<file path="config.mk">
export PLATFORM = sky130hd
export DESIGN_NAME = fifo_data
export DESIGN_NICKNAME = d
export VERILOG_FILES = /design/src/rtl/fifo_data.sv
export SDC_FILE = /design/constraint.sdc
export NUM_CORES = 1
export LEC_CHECK = 0
export CORE_MARGIN = 2
export CORE_UTILIZATION = 25
export CTS_CLUSTER_DIAMETER = 200
export CTS_CLUSTER_SIZE = 16
export DETAILED_ROUTE_END_ITERATION = 6
export SLEW_MARGIN = 30
export SYNTH_ARGS = -nofsm -noshare
export SYNTH_HDL_FRONTEND = slang
export SYNTH_SLANG_ARGS = --single-unit
</file>
<file path="constraint.sdc">
create_clock -name clk -period 2.1 [get_ports clk]
set_input_delay 0.315 -clock clk [delete_from_list [all_inputs] [get_ports clk]]
set_output_delay 0.315 -clock clk [all_outputs]
set_load 0.02 [all_outputs]
</file>
<file path="src/rtl/fifo_data.sv">
// fifo_data: flop-based FIFO storage with a combinational read port.
// Pointers, wrap-around and full/empty tracking belong to the owning controller.
module fifo_data #(
    parameter int unsigned WIDTH       = 16,
    parameter int unsigned DEPTH_NBITS = 1
) (
    input  logic                   clk,
    input  logic                   rst_n,
    input  logic [DEPTH_NBITS-1:0] rptr,
    input  logic [DEPTH_NBITS-1:0] wptr,
    input  logic                   wr,
    input  logic [WIDTH-1:0]       din,
    output logic [WIDTH-1:0]       dout
);

    localparam int unsigned DEPTH = 2 ** DEPTH_NBITS;

    logic [WIDTH-1:0] mem [DEPTH];

    // Synchronous clear has priority over a write; otherwise store din at wptr
    always_ff @(posedge clk) begin
        if (!rst_n) begin
            for (int unsigned i = 0; i < DEPTH; i++) begin
                mem[i] <= '0;
            end
        end else if (wr) begin
            mem[wptr] <= din;
        end
    end

    // Fall-through read: no bypass, a same-address write shows after the edge
    assign dout = mem[rptr];

endmodule

</file>
==> results by group, run 1 <==
Cells and area
  – Layout net count: 154
  – Layout area overhead: 36.3%
  – Diode count: 0
  – Number of flip-flops in the largest register: 32
  – Biggest regs: mem (32)
  – Post-layout util: 35.1%
  – # fillers: 534
  – Non-Filler Instances: between 200 and 250
  – Largest reg by FF count: mem
  – Share of layout cells above drive strength 1: under 10%
  – Commonest non-fill, non-tap cell in the layout: edfxtp_1
  – Most frequent cells in the layout: edfxtp_1, clkdlybuf4s50_1, and2_1

Clocking
  – Root buffer cell: clkbuf_8
  – CTS Sinks: 32
  – Setup repair bufs after CTS: 0
  – TritonCTS buffer count: 5
  – Clk pin slew, worst setup/hold paths: 0.06 ns
  – Hold_buf cts: 0
  – H-tree depth: 2
  – CTS tree: built
  – Longest Clk Path Bufs: 2

Synthesis
  – Syn Nets: 112
  – Mapped Area: 0.00141 mm²
  – YS warnings: 0
  – Seq/Total Area, Yosys: 68.1%
  – Synth unique cells: 10
  – Mapped Avg Cell Area: 15.5 µm²
  – Syn Inst Count: 91
  – #FFs+latches synth: 32

Drt
  – Vias per cell: 4.22
  – Post-route ant nets: 0
  – DRC violations left: 0
  – DR WL/cell: 13.1 µm
  – Drt total wl: 2680 µm
  – Drt initial violations: 43
  – Via Count: 865
  – Pre-antenna DRT Iters: 4

Worst setup path
  – Worst path required time: 1.78 ns
  – CP Capture Type: output port
  – CP Class: primary input to output port
  – Worst Path Max Fanout: 16
  – CP startpoint kind: primary input
  – Worst EP arrival: 1.67 ns

Power and ir drop
  – Internal power: 1.08 mW
  – P_sw: around 0.32 mW
  – Pwr Density: 723 mW/mm²
  – Pleak: 0.796 nW
  – Reg power frac: approximately 55%
  – Switching portion of total power: 22.7%
  – Clk pwr share: roughly 30%
  – Worst VDD drop: between 200 and 300 µV
  – Total power: 1.39 mW
  – Gate power share: 15.0%

Job
  – Max_cap viols: 0

Global routing
  – GRT Util Overall: a little under a tenth
  – Largest net degree at the start of global routing: 17
  – Global-route wire length before repair: around 4300 µm
  – Vias in the first global route: 923
  – Initial antenna violation count: 0
  – GR Overflow Total: 0

Status
  – Status: completed

Timing
  – Final Hold Fails: 0
  – Final setup vio count: 0
  – RSZ-0062 raised after global routing: no
  – Fin. max-slew vios: 0
  – Tmin final: 1.99 ns
  – Rel. slew slack: 65.6%
  – Fin crit share: 94.6%
  – Max Fclk: 503 MHz
  – Slew at the pin closest to its max-slew limit: about 0.52 ns

Place
  – Hpwl dp: 1880 µm
  – Placer Congestion: about 0.61
  – Dpl cells: 198
  – PortBufs: 36

Floorplan
  – Std cell rows: 27
  – Die ar.: 0.00626 mm²
  – Initial Utilization: between 20% and 30%
  – IO Pins: 37
  – Core ar.: 0.00547 mm²
  – Die H: 79.1 µm
  – DIE WIDTH: 79.1 µm

Hold path
  – Hold Crit Class: primary input to flop
==> cells by family after synthesis <==
group | Yosys count | synth area share [%]
AO/OA/AOI/OAI | 1 | 0.354
flip-flops | 32 | 68.1
buffers and inverters | 6 | 2.92
multiplexers | 16 | 12.8
AND/OR/NAND/NOR | 36 | 15.9
==> worst max-delay path: stages <==
cell,delay (ns)
clkdlybuf4s50_1,0.52
buf_12,0.17
mux2_1,0.34
dlygate4sd2_1,0.33
==> repair_timing <==
action / CTS / global route
resized for setup: 16 / 0
hold endpoints to repair: 0 / 0
setup endpoints to repair: 16 / 0
==> final cells by class <==
type | count | area (µm²) | area share (%)
sequential | 32 | 961 | 50.0
multi-input combinational | 53 | 409 | 21.3
timing repair buffer | 40 | 383 | 19.9
tap | 72 | 90.1 | 4.68
clock buffer | 5 | 68.8 | 3.58
clock inverter | 2 | 7.51 | 0.390
inverter | 1 | 3.75 | 0.195
==> through the flow <==
stage	setup slack (ns)	area, µm²	hold slack [ns]	TNS (ns)
detailed placement	-0.132	1870	0.994	-1.64
floorplan	0.486	1410	0.513	0
finish	0.114	1920	0.713	0
global route	0.0470	1920	0.726	0
CTS	0.0785	1920	0.703	0
global placement	-0.109	1870	0.993	-1.47
==> power groups by stage <==
stage | Sequential (mW) | Combinational (mW) | Clock (mW)
6_report | 0.769 | 0.209 | 0.414
5_1_grt | 0.774 | 0.226 | 0.447
3_5_place_dp | 0.783 | 0.237 | 0
4_1_cts | 0.770 | 0.213 | 0.425
2_1_floorplan | 0.778 | 0.110 | 0
3_3_place_gp | 0.779 | 0.233 | 0
==> cell usage after synthesis <==
cell type / instances / area share (%)
and2_1: 17 / 7.5
and3_1: 16 / 7.1
and3b_2: 1 / 0.71
buf_2: 3 / 1.1
buf_6: 2 / 1.6
edfxtp_1: 32 / 68
inv_1: 1 / 0.27
mux2_1: 16 / 13
nand2_1: 2 / 0.53
o21ai_1: 1 / 0.35
==> path summary, 6_finish.rpt <==
check / startpoint / to / cells past startpoint
max: rptr / dout[7] / 4
min: din[5] / mem[0][5] / 2
==> routing by layer <==
metal | global-route usage (%) | part of all wire (%)
met3 | 3.30 | 5.5
met4 | 3.62 | 1.8
met2 | 16.8 | 53
met1 | 9.62 | 39
met5 | 0 | 0
No activity file was read; power rests on OpenSTA's default activity.
==> run 2: changes to the inputs <==
- CORE_MARGIN: 2 -> unset
==> run 2 against run 1 <==
  * Routed wire length rose by 0.30%
  * Non-clock buffer count did not move
  * Clock-buffer cell count rose by 1
  * Critical endpoint unchanged
  * Utilization rose by 1.3 points
  * Largest power group unchanged
==> results by group, run 2 (synthesis gave the netlist of run 1 again) <==
Power and ir drop
  – Reg power frac: 54.9% (-0.4 points)
  – Switching portion of total power: 22.6% (-0.048 points)
  – Internal power: 1.08 mW (+0.62%)
  – Pleak: 0.798 nW (+0.25%)
  – Clk pwr share: 30.2% (+0.5 points)
  – P_sw: 0.317 mW (+0.35%)
  – Worst VDD drop: 306 µV (+9.1%)
  – Pwr Density: 728 mW/mm² (+0.63%)
  – Gate power share: 14.8% (-0.2 points)

Drt
  – Pre-antenna DRT Iters: 4 (unchanged)
  – Vias per cell: 4.18 (-0.88%)
  – Via Count: 849 (-1.8%)
  – DR WL/cell: 13.2 µm (+1.3%)
  – Post-route ant nets: 0 (unchanged)
  – Drt total wl: 2690 µm (+0.30%)
  – Drt initial violations: 43 (unchanged)
  – DRC violations left: 0 (unchanged)

Global routing
  – Vias in the first global route: 856 (-7.3%)
  – GR Overflow Total: 0 (unchanged)
  – Initial antenna violation count: 0 (unchanged)
  – GRT Util Overall: 9.72% (+0.50 points)
  – Largest net degree at the start of global routing: 17 (unchanged)
  – Global-route wire length before repair: 4220 µm (-2.6%)

Worst setup path
  – Worst EP arrival: 1.65 ns (-0.02 ns)
  – CP Class: primary input to output port
  – CP startpoint kind: primary input
  – CP Capture Type: output port
  – Worst Path Max Fanout: 16 (unchanged)
  – CP startpoint: rptr
  – Worst path required time: 1.78 ns (about the same)

Floorplan
  – IO Pins: 37 (unchanged)
  – DIE WIDTH: 77.1 µm (-2.5%)
  – Core ar.: 0.00527 mm² (-3.7%)
  – Initial Utilization: 26.8% (+0.99 points)
  – Die ar.: 0.00595 mm² (-5.0%)
  – Std cell rows: 26 (-3.7%)
  – Die H: 77.1 µm (-2.5%)

Cells and area
  – Layout net count: 154 (unchanged)
  – Share of layout cells above drive strength 1: 8.27% (+0.75 points)
  – Number of flip-flops in the largest register: 32 (unchanged)
  – Layout area overhead: 36.2% (about the same)
  – Most frequent cells in the layout: edfxtp_1, clkdlybuf4s50_1, and2_1
  – Post-layout util: 36.5% (+1.3 points)
  – # fillers: 527 (-1.3%)
  – Largest reg by FF count: mem
  – Biggest regs: mem (32)
  – Area of the multi-input gates: 409 µm² (unchanged)
  – Diode count: 0 (unchanged)
  – Reg area: 961 µm² (unchanged)
  – Commonest non-fill, non-tap cell in the layout: edfxtp_1

Hold path
  – Hold Crit Class: primary input to flop
  – Hold Startpoint: din[13]

Place
  – Hpwl dp: 1850 µm (-1.5%)
  – PortBufs: 36 (unchanged)
  – Placer Congestion: 0.633 (+4.3%)

Clocking
  – Root buffer cell: clkbuf_8
  – H-tree depth: 2 (unchanged)
  – TritonCTS buffer count: 5 (unchanged)
  – Longest Clk Path Bufs: 2 (unchanged)
  – Setup repair bufs after CTS: 0 (unchanged)
  – CTS tree: built
  – CTS Sinks: 32 (unchanged)
  – Hold_buf cts: 0 (unchanged)
  – Clk pin slew, worst setup/hold paths: 0.06 ns (about the same)

Timing
  – Max Fclk: 509 MHz (+1.1%)
  – Final hold slack: 0.713 ns (-0.000208 ns)
  – TNS Setup: 0 ns (unchanged)
  – RSZ-0062 raised after global routing: no
  – Final Hold Fails: 0 (unchanged)
  – Tmin final: 1.96 ns (-0.0226 ns)
  – Fin crit share: 93.5% (-1.1 points)
  – Rel. slew slack: 68.0% (+2.4 points)
  – Final setup vio count: 0 (unchanged)
  – Slew at the pin closest to its max-slew limit: 0.479 ns (-0.0361 ns)
  – Fin. max-slew vios: 0 (unchanged)

Job
  – Max_cap viols: 0 (unchanged)

Status
  – Status: completed
==> run 2: critical path, cell delays in order <==
cell and delay (ns):
clkdlybuf4s50_1 0.50, buf_12 0.16, mux2_1 0.34, dlygate4sd2_1 0.32
==> run 2: layout make-up <==
| type | count | area share, % |
|---|---|---|
| Clock buffer | 6 | 3.78 |
| Clock inverter | 1 | 0.260 |
| Inverter | 1 | 0.195 |
| Multi-Input combinational cell | 53 | 21.3 |
| Sequential cell | 32 | 50.0 |
| Tap cell | 70 | 4.56 |
| Timing Repair Buffer | 40 | 19.9 |
==> run 2: power by group through the flow <==
stage               Combinational, mW  Clock [mW]  Sequential (mW)
floorplan                       0.110           0            0.778
global placement                0.234           0            0.780
detailed placement              0.236           0            0.783
CTS                             0.212       0.440            0.769
global route                    0.224       0.464            0.773
finish                          0.207       0.423            0.768
==> run 2: path summary, 6_finish.rpt <==
path,end,slack [ns],depth (start not counted)
min,mem[0][13],0.71,2
max,dout[7],0.14,4
==> run 2: through the flow <==
stage / setup slack [ns] / std cells / instance area [µm²] / total power [mW]
floorplan: 0.486 / 91 / 1410 / 0.888
global route: 0.0898 / 203 / 1920 / 1.46
global placement: -0.105 / 196 / 1860 / 1.01
finish: 0.136 / 203 / 1920 / 1.40
detailed placement: -0.102 / 196 / 1860 / 1.02
CTS: 0.121 / 203 / 1920 / 1.42
==> run 2: repair_timing <==
action                                  in CTS  in global routing
endpoints found under the setup margin      16                  0
gates resized for setup                     16                  0
hold endpoints to repair                     0                  0
==> run 2: metal layers <==
metal	vias to the layer above	GRT usage [%]	routed length, µm
li1	416	-	-
met4	0	5.66	54
met2	18	17.2	1440
met1	410	10.3	1090
met3	5	2.62	101
met5	-	0	0
